## src/rtl/rr_input_pkg.sv

```systemverilog
// Shared types and constants for the fighter input front end.
// Latency: n/a (types, constants and a combinational helper only).
// Backpressure: n/a.
package rr_input_pkg;

    typedef enum logic [2:0] {
        ST_IDLE     = 3'd0,
        ST_J_WAIT   = 3'd1,
        ST_K_WAIT   = 3'd2,
        ST_CHORD    = 3'd3,
        ST_SINGLE_J = 3'd4,
        ST_SINGLE_K = 3'd5,
        ST_RELEASE  = 3'd6
    } chord_state_t;

    localparam logic [7:0] HID_J    = 8'h0D;
    localparam logic [7:0] HID_K    = 8'h0E;
    localparam logic [7:0] HID_NONE = 8'h00;

    localparam int DEF_CHORD_WIN = 4;
    localparam int DEF_STEP_DIV  = 6;

    // True when any of the four HID slots carries 'code'. An empty slot
    // (HID_NONE) never counts as a key, and duplicates collapse to one hit.
    function automatic logic key_in_slots(input logic [31:0] kc, input logic [7:0] code);
        logic hit;
        hit = 1'b0;
        for (int i = 0; i < 4; i++) begin
            if (code != HID_NONE && kc[8*i +: 8] == code) begin
                hit = 1'b1;
            end
        end
        return hit;
    endfunction

endpackage

```

## src/rtl/key_debounce.sv

```systemverilog
// Two-sample frame-rate debouncer for one key.
// Latency: a new level is accepted on the second consecutive tick it is seen.
// Backpressure: none; state advances only on tick.
module key_debounce (
    input  logic Clk,
    input  logic Reset_n,
    input  logic tick,
    input  logic raw,
    output logic deb
);

    logic prev_q;
    logic deb_q;

    // Accept raw only when it matches the previous tick's sample.
    always_ff @(posedge Clk) begin
        if (!Reset_n) begin
            prev_q <= 1'b0;
            deb_q  <= 1'b0;
        end else if (tick) begin
            prev_q <= raw;
            if (raw == prev_q) begin
                deb_q <= raw;
            end
        end
    end

    assign deb = deb_q;

endmodule

```

## src/rtl/key_chord_input.sv

```systemverilog
// J/K key detect, debounce and chord classification plus animation step divider.
// Latency: chord visible 3 ticks after both keys appear; single press after 3+CHORD_WIN ticks.
// Backpressure: none; all state advances only on frame_tick.
module key_chord_input
    import rr_input_pkg::*;
#(
    parameter logic [7:0] KEY_J     = HID_J,
    parameter logic [7:0] KEY_K     = HID_K,
    parameter int         CHORD_WIN = DEF_CHORD_WIN,
    parameter int         STEP_DIV  = DEF_STEP_DIV
) (
    input  logic        Clk,
    input  logic        Reset_n,
    input  logic [31:0] keycode,
    input  logic        frame_tick,
    output logic        J_Press,
    output logic        K_Press,
    output logic        anim_step
);

    localparam logic [3:0] WIN_LAST = 4'(CHORD_WIN - 1);
    localparam logic [5:0] DIV_LAST = 6'(STEP_DIV - 1);

    logic         j_raw;
    logic         k_raw;
    logic         deb_j;
    logic         deb_k;
    chord_state_t state_q;
    chord_state_t state_d;
    logic [3:0]   win_cnt_q;
    logic [3:0]   win_cnt_d;
    logic [5:0]   div_cnt_q;
    logic [5:0]   div_cnt_d;
    logic         anim_step_q;
    logic         anim_step_d;

    assign j_raw = key_in_slots(keycode, KEY_J);
    assign k_raw = key_in_slots(keycode, KEY_K);

    key_debounce u_deb_j (
        .Clk     (Clk),
        .Reset_n (Reset_n),
        .tick    (frame_tick),
        .raw     (j_raw),
        .deb     (deb_j)
    );

    key_debounce u_deb_k (
        .Clk     (Clk),
        .Reset_n (Reset_n),
        .tick    (frame_tick),
        .raw     (k_raw),
        .deb     (deb_k)
    );

    // Chord classifier: a lone key waits CHORD_WIN ticks for its partner
    // before committing to a single press; a chord only exits via RELEASE.
    always_comb begin
        state_d   = state_q;
        win_cnt_d = win_cnt_q;
        case (state_q)
            ST_IDLE: begin
                if (deb_j && deb_k) begin
                    state_d = ST_CHORD;
                end else if (deb_j) begin
                    state_d   = ST_J_WAIT;
                    win_cnt_d = 4'd0;
                end else if (deb_k) begin
                    state_d   = ST_K_WAIT;
                    win_cnt_d = 4'd0;
                end
            end
            ST_J_WAIT: begin
                if (deb_k) begin
                    state_d = ST_CHORD;
                end else if (!deb_j) begin
                    state_d = ST_IDLE;
                end else if (win_cnt_q == WIN_LAST) begin
                    state_d = ST_SINGLE_J;
                end else begin
                    win_cnt_d = win_cnt_q + 4'd1;
                end
            end
            ST_K_WAIT: begin
                if (deb_j) begin
                    state_d = ST_CHORD;
                end else if (!deb_k) begin
                    state_d = ST_IDLE;
                end else if (win_cnt_q == WIN_LAST) begin
                    state_d = ST_SINGLE_K;
                end else begin
                    win_cnt_d = win_cnt_q + 4'd1;
                end
            end
            ST_CHORD: begin
                if (!deb_j || !deb_k) begin
                    state_d = ST_RELEASE;
                end
            end
            ST_SINGLE_J: begin
                if (!deb_j) begin
                    state_d = ST_RELEASE;
                end
            end
            ST_SINGLE_K: begin
                if (!deb_k) begin
                    state_d = ST_RELEASE;
                end
            end
            ST_RELEASE: begin
                if (!deb_j && !deb_k) begin
                    state_d = ST_IDLE;
                end
            end
            default: begin
                state_d = ST_IDLE;
            end
        endcase
    end

    // Frame divider; the strobe is computed every cycle so it lasts one cycle.
    always_comb begin
        div_cnt_d   = (div_cnt_q == DIV_LAST) ? 6'd0 : div_cnt_q + 6'd1;
        anim_step_d = frame_tick && (div_cnt_q == DIV_LAST);
    end

    // State register: FSM and counters move on ticks, strobe every cycle.
    always_ff @(posedge Clk) begin
        if (!Reset_n) begin
            state_q     <= ST_IDLE;
            win_cnt_q   <= 4'd0;
            div_cnt_q   <= 6'd0;
            anim_step_q <= 1'b0;
        end else begin
            anim_step_q <= anim_step_d;
            if (frame_tick) begin
                state_q   <= state_d;
                win_cnt_q <= win_cnt_d;
                div_cnt_q <= div_cnt_d;
            end
        end
    end

    assign J_Press   = (state_q == ST_SINGLE_J) || (state_q == ST_CHORD);
    assign K_Press   = (state_q == ST_SINGLE_K) || (state_q == ST_CHORD);
    assign anim_step = anim_step_q;

endmodule

```

## config.mk

```make
export PLATFORM = sky130hd
export DESIGN_NAME = key_chord_input
export DESIGN_NICKNAME = d
export VERILOG_FILES = /design/src/rtl/rr_input_pkg.sv /design/src/rtl/key_debounce.sv /design/src/rtl/key_chord_input.sv
export SDC_FILE = /design/constraint.sdc
export NUM_CORES = 1
export LEC_CHECK = 0
export ABC_AREA = 1
export BUFFER_PORTS_ARGS = -buffer_cell sky130_fd_sc_hd__buf_2
export CORE_MARGIN = 2
export CORE_UTILIZATION = 40
export DETAILED_ROUTE_END_ITERATION = 8
export HOLD_SLACK_MARGIN = 0.08
export PLACE_DENSITY = 0.67
export SYNTH_ARGS = -nofsm -noshare
export SYNTH_HDL_FRONTEND = slang
export SYNTH_SLANG_ARGS = --single-unit
```

## constraint.sdc

```tcl
create_clock -name Clk -period 1.1 [get_ports Clk]
set_input_delay 0.165 -clock Clk [delete_from_list [all_inputs] [get_ports Clk]]
set_output_delay 0.165 -clock Clk [all_outputs]
set_load 0.1 [all_outputs]
```

==> metrics.md, run 1 <==
| Metric | Value |
|---|---|
| Minimum clock period | `around 1400 ps` |
| RSZ-0062 raised after global routing | `yes` |
| Grt ovf | `0` |
| Pre-Repair DR Iteration Count | `4` |
| Met2 usage | `0.382` |
| Placed Cells incl. Taps | `300` |
| Relative max-transition margin | `0.842` |
| H-tree Lvls | `1` |
| Synth warn | `0` |
| CTS max path bufs | `2` |
| Fin util | `0.698` |
| Final #Nets | `322` |
| Worst setup SP type | `register` |
| Sequential Area | `378 um^2` |
| Endpoints failing setup | `16` |
| I/O Pins | `38` |
| Avg Inst Size Synth | `6.10 um^2` |
| Critical Path, Cell by Cell | `buf_6 > nand3_4 > buf_6 > nand2_4 > buf_12` |
| RePlAce Congestion | `a little over 0.9` |
| Period utilization | `1.27` |
| #FFs+latches synth | `18` |
| Largest net degree at the start of global routing | `11` |
| Global Route Usage Sum | `0.218` |
| Core ar. | `roughly 3000 um^2` |
| Crit path capture type | `output pin` |
| Row count | `20` |
| Syn Nets | `between 200 and 250` |
| DR iter-0 viols | `52` |
| Post-synth cell types | `28` |
| Netlist Area Pre-Place | `around 1300 um^2` |
| Share of layout cells above drive strength 1 | `0.495` |
| Hold_ws | `about 190 ps` |
| DP Area | `1760 um^2` |
| Die Area | `3590 um^2` |
| Met1 usage | `0.258` |
| Final wirelength | `3590 um` |
| # port buffers | `37` |
| Crit-path max FO | `4` |
| FILL cells | `256` |
| Highest Clock Rate | `0.715 GHz` |
| Antenna violations before repair | `0` |
| GRT met3 Usage | `0.0346` |
| Post-route cell area | `2100 um^2` |
| Number of global-route vias before repair | `1487` |
| WP data required | `~940 ps` |
| Clk root buf | `clkbuf_4` |
| Routed Antenna Nets | `0` |
| WL per Instance | `11.4 um` |
| Total Power | `3.84 mW` |
| Clk Latency, worst-skew pair | `about 300 ps` |
| Max_cap viols | `0` |
| Die Ht | `59.9 um` |
| Reg2reg setup slack | `-280 ps` |
| Max Transition Viols Final | `0` |
| Failing checks | `setup timing` |
| Leak | `around 1 nW` |
| DP Wirelength | `between 2000 and 2500 um` |
| CTS tree | `built` |
| Mapped Cells | `205` |
| Power per Cell Area | `between 1500 and 2000 nW/um^2` |
| Non-Filler Instances | `316` |
| Clock tree sinks | `18` |
| Antenna Cells | `0` |
| Final Hold Viols | `0` |
| PnR worst setup slack | `-299 ps` |
| Via count | `1555` |
| Sequential share of the synthesized area | `0.288` |
| Multi-input logic area | `976 um^2` |
| Layout overhead on the synthesized area | `67.6%` |
| DRC | `0` |
| Status | `finished, violations left` |
| Critical Path Most Common Cell | `buf_6` |
| Hold crit path type | `input port to register` |
| First-pass GRT wire length | `6000 um` |
| Critical path arrival | `1230 ps` |
| Clock transition at path regs | `110 ps` |
| Die X | `between 50 and 60 um` |
| Max stage delay cell, worst path | `dfxtp_4` |
| TritonCTS Buffers | `3` |
| Worst path max stage delay | `approximately 400 ps` |
| Most Used Layer, Global Route | `met2` |
| Worst Path Class, Setup | `register to output pin` |
| Initial Util | `0.417` |
| Via-to-Cell Ratio | `4.92` |
| Peak VDD IR | `between 0.7 and 0.8 mV` |
| Slew @ Worst Pin | `approximately 240 ps` |
| Setup skew after layout | `between 1.5 and 2 ps` |
[final timing paths]
| path | from | to | depth (start not counted) |
|---|---|---|---|
| max reg2reg | state_q[0] | win_cnt_q[1] | 9 |
| min reg2reg | u_deb_j.prev_q | u_deb_j.prev_q | 2 |
| max | state_q[1] | J_Press | 5 |
| min | Reset_n | state_q[1] | 3 |
[cells by family after synthesis]
kind of cell / count (synthesis) / synth area share
simple gates: 130 / 0.469
buf+inv: 28 / 0.101
compound gates: 25 / 0.105
flops: 18 / 0.288
fa+ha+maj: 3 / 0.0300
xor+xnor: 1 / 0.00700
[power breakdown]
part	switching [mW]	internal (mW)
clock network	0.217	0.202
registers	0.156	0.773
logic	1.34	1.15
total	1.71	2.13
[registers in the layout, summed over array words and instances, names as in the netlist]
register	flops
anim_step	1
u_deb_k.deb	1
state_q	3
win_cnt_q	4
u_deb_k.prev_q	1
u_deb_j.deb	1
div_cnt_q	6
u_deb_j.prev_q	1
[cells in the mapped netlist]
cell,count,area share
ha_1,3,0.030
nand2_1,49,0.15
buf_2,1,0.0040
nand3_1,14,0.056
nor3_1,6,0.024
nor2_2,1,0.0050
a21oi_1,14,0.056
inv_2,3,0.0090
o221ai_1,1,0.0070
nand2_2,3,0.015
o21ai_0,6,0.024
or2_2,1,0.0050
buf_4,2,0.012
o21ai_1,3,0.012
nand3_2,2,0.016
clkinv_4,1,0.0070
dfxtp_1,18,0.29
or2_0,1,0.0050
a211oi_1,1,0.0060
nand4_1,4,0.020
buf_6,1,0.0090
nor2_1,43,0.13
nand2_4,2,0.018
nand3b_1,1,0.0060
and2_1,1,0.0050
inv_1,20,0.060
nor2_4,2,0.018
xor2_1,1,0.0070
[cell usage in the layout (no fill, tap or decap), types with 5 or more instances in the layout]
master	netlist	routed
nor2_4	2	7
a21oi_1	14	12
buf_2	1	34
nand3_1	14	9
nand2_2	3	6
nand2_4	2	8
inv_2	3	6
buf_4	2	33
nand3_2	2	6
inv_1	20	16
o21ai_0	6	5
dfxtp_1	18	12
nor2_1	43	38
buf_6	1	8
nand2_1	49	40
[metal layers]
layer | part of all wire | routed length, um
met3 | 0.028 | 99
met4 | 0.029 | 103
met2 | 0.52 | 1880
met1 | 0.42 | 1510
met5 | 0 | 0
[metrics by stage]
stage / TNS [ps] / setup WS [ps]
final: -2820 / -299
after CTS: -2070 / -304
after global placement: -2440 / -271
after global routing: -3810 / -358
after detailed placement: -2960 / -328
after floorplan: -361 / -70.8
[timing repair]
item	CTS	global route
pin swaps	10	13
endpoints found under the hold margin	0	0
hold buffers	0	0
endpoints found under the setup margin	16	16
gates resized for setup	37	24
cloned	0	0
buffers inserted	10	2
[final cells by class]
class,count,share of cell area
sequential,18,0.180
inverter,24,0.0465
clock buffer,4,0.0173
timing repair buffer,78,0.271
multi-input combinational,159,0.465
tap,33,0.0197
[critical path, delay by kind of cell (launching register included)]
family / cells / cell delay, ps
buffers and inverters: 3 / 390
flip-flops: 1 / 400
AND/OR/NAND/NOR: 2 / 130
Note: power is estimated with default switching activity, not from simulation.
==> run 2, diff against run 1 <==
--- a/config.mk
+++ b/config.mk
@@ -11,7 +11,6 @@
 export CORE_UTILIZATION = 40
 export DETAILED_ROUTE_END_ITERATION = 8
 export HOLD_SLACK_MARGIN = 0.08
-export PLACE_DENSITY = 0.67
 export SYNTH_ARGS = -nofsm -noshare
 export SYNTH_HDL_FRONTEND = slang
 export SYNTH_SLANG_ARGS = --single-unit
==> constraint.sdc (replaced) <==
create_clock -name Clk -period 1.3 [get_ports Clk]
set_input_delay 0.195 -clock Clk [delete_from_list [all_inputs] [get_ports Clk]]
set_output_delay 0.195 -clock Clk [all_outputs]
set_load 0.1 [all_outputs]
==> run 2 against run 1 <==
Effect of this change: the run still ends with setup timing left; register-to-register slack improved by 250 ps; worst hold slack improved by 27 ps; die area unchanged; sequential share of layout area grew 3.1 points; wire length is 15% lower; highest routed layer is now met3.
==> metrics.md, run 2 (same netlist as run 1, synthesis figures left out) <==
| Metric | Value |
|---|---|
| Clk root buf | `clkbuf_4` |
| WL per Instance | `10.4 um (-8.5%)` |
| RePlAce Congestion | `0.919 (-0.78%)` |
| Power per Cell Area | `1720 nW/um^2 (-6.0%)` |
| Worst setup SP type | `register` |
| Minimum clock period | `1370 ps` |
| Critical Path, Cell by Cell | `nor2_4 > nand2_2 > nand2_4 > buf_12` |
| Layout overhead on the synthesized area | `42.2%` |
| PnR worst setup slack | `-73.1 ps (+226 ps)` |
| Multi-input logic area | `871 um^2 (-11%)` |
| Antenna Cells | `0 (unchanged)` |
| First-pass GRT wire length | `5650 um (-5.9%)` |
| Final #Nets | `298 (-7.5%)` |
| Relative max-transition margin | `0.681 (-0.160)` |
| Biggest regs | `div_cnt_q x6, win_cnt_q x4, state_q x3` |
| Worst path max stage delay | `410 ps (about the same)` |
| Core ar. | `3000 um^2 (unchanged)` |
| Grt ovf | `0 (unchanged)` |
| Final TNS setup | `-195 ps (+2620 ps)` |
| Via count | `1415 (-9.0%)` |
| Clk Latency, worst-skew pair | `290 ps (about the same)` |
| Critical path arrival | `1180 ps (-50 ps)` |
| Setup skew after layout | `7.23 ps (+5.65 ps)` |
| Via-to-Cell Ratio | `4.85 (-1.5%)` |
| TritonCTS Buffers | `3 (unchanged)` |
| Crit-path max FO | `8 (+4)` |
| Routed Antenna Nets | `0 (unchanged)` |
| Status | `finished, violations left` |
| # port buffers | `37 (unchanged)` |
| Initial Util | `0.417 (unchanged)` |
| H-tree Lvls | `1 (unchanged)` |
| Commonest non-fill, non-tap cell in the layout | `nand2_1` |
| Clock tree sinks | `18 (unchanged)` |
| Die Ht | `59.9 um (unchanged)` |
| Max Transition Viols Final | `0 (unchanged)` |
| Global Route Usage Sum | `0.199 (-0.0185)` |
| DR iter-0 viols | `64 (+23%)` |
| Leak | `0.840 nW (-16%)` |
| Max stage delay cell, worst path | `dfxtp_4` |
| Number of global-route vias before repair | `1429 (-3.9%)` |
| Highest Clock Rate | `0.728 GHz` |
| Final Hold Viols | `0 (unchanged)` |
| Slew @ Worst Pin | `481 ps (+245 ps)` |
| Reg with most FFs | `div_cnt_q` |
| Sequential Area | `377 um^2 (-0.33%)` |
| I/O Pins | `38 (unchanged)` |
| Period utilization | `1.06` |
| Crit path capture type | `output pin` |
| Failing checks | `setup timing` |
| Row count | `20 (unchanged)` |
| Pre-Repair DR Iteration Count | `4 (unchanged)` |
| Hold_ws | `215 ps (+26.9 ps)` |
| CTS tree | `built` |
| Largest net degree at the start of global routing | `11 (unchanged)` |
| Max reg flops | `6 (unchanged)` |
| Antenna violations before repair | `0 (unchanged)` |
| DRC | `0 (unchanged)` |
| Clock transition at path regs | `110 ps (about the same)` |
| WP data required | `1110 ps (+170 ps)` |
| FILL cells | `294 (+15%)` |
| DP Wirelength | `2260 um (-5.6%)` |
| Die X | `59.9 um (unchanged)` |
| Hold crit path type | `input port to register` |
| Worst Path Class, Setup | `register to output pin` |
| Final wirelength | `3040 um (-15%)` |
| CTS max path bufs | `2 (unchanged)` |
| Share of layout cells above drive strength 1 | `0.386 (-0.109)` |
| Die Area | `3590 um^2 (unchanged)` |
| Fin util | `0.593 (-0.106)` |
| Max_cap viols | `0 (unchanged)` |
| Endpoints failing setup | `5 (-11)` |
| Commonest non-fill, non-tap cells in the layout | `42 x nand2_1, 40 x nor2_1, 35 x buf_2` |
| Peak VDD IR | `0.647 mV (-14%)` |
| RSZ-0062 raised after global routing | `yes` |
run 2: cell types whose count changed in the layout (fill, tap and decap cells not counted), sizes merged:
cell | before | now
clkinv | 1 | 0
inv | 23 | 24
buf | 78 | 54
run 2: power by group:
group	total (mW)	internal (mW)	leakage, nW	switching (mW)
Clock	0.348	0.171	0.0210	0.177
Combinational	1.90	0.805	0.669	1.10
Sequential	0.812	0.655	0.150	0.157
run 2: cell type report:
class / instances / area share
Multi-Input combinational cell: 159 / 0.489
Sequential cell: 18 / 0.212
Timing Repair Buffer: 54 / 0.199
Inverter: 24 / 0.0563
Tap cell: 33 / 0.0232
Clock buffer: 4 / 0.0204
run 2: worst max-delay path: cells and delay by family (launching register included):
family                 cells  cell delay (ps)
buffers and inverters      1              160
DFF                        1              410
and+or+nand+nor            3              300
run 2: path summary, 6_finish.rpt:
| check | startpoint | endpoint | slack (ps) | cells after the start |
|---|---|---|---|---|
| max reg2reg | state_q[0] | win_cnt_q[1] | -30 | 11 |
| min reg2reg | div_cnt_q[5] | div_cnt_q[5] | 480 | 2 |
| min | frame_tick | anim_step | 220 | 3 |
| max | state_q[0] | J_Press | -70 | 4 |
run 2: stage by stage:
stage	cell area, um^2	cells	setup slack [ps]	power [mW]
CTS	1710	292	-61.9	2.83
detailed placement	1570	284	-45.0	2.21
global route	1780	292	-124	3.26
floorplan	1250	205	-182	1.75
global placement	1570	284	-38.4	2.22
finish	1780	292	-73.1	3.06
run 2: what timing repair did:
| action | CTS | global route |
|---|---|---|
| hold buffers | 0 | 0 |
| setup buffers | 5 | 0 |
| endpoints found under the setup margin | 9 | 15 |
| resized for setup | 20 | 23 |
| pin swaps | 9 | 11 |
run 2: layer usage:
layer  track usage  part of all wire  vias up
met5             0                 0        -
met2         0.373              0.52       11
li1              -                 -      767
met4        0.0476                 0        0
met1         0.240              0.47      637
met3        0.0216             0.014        0
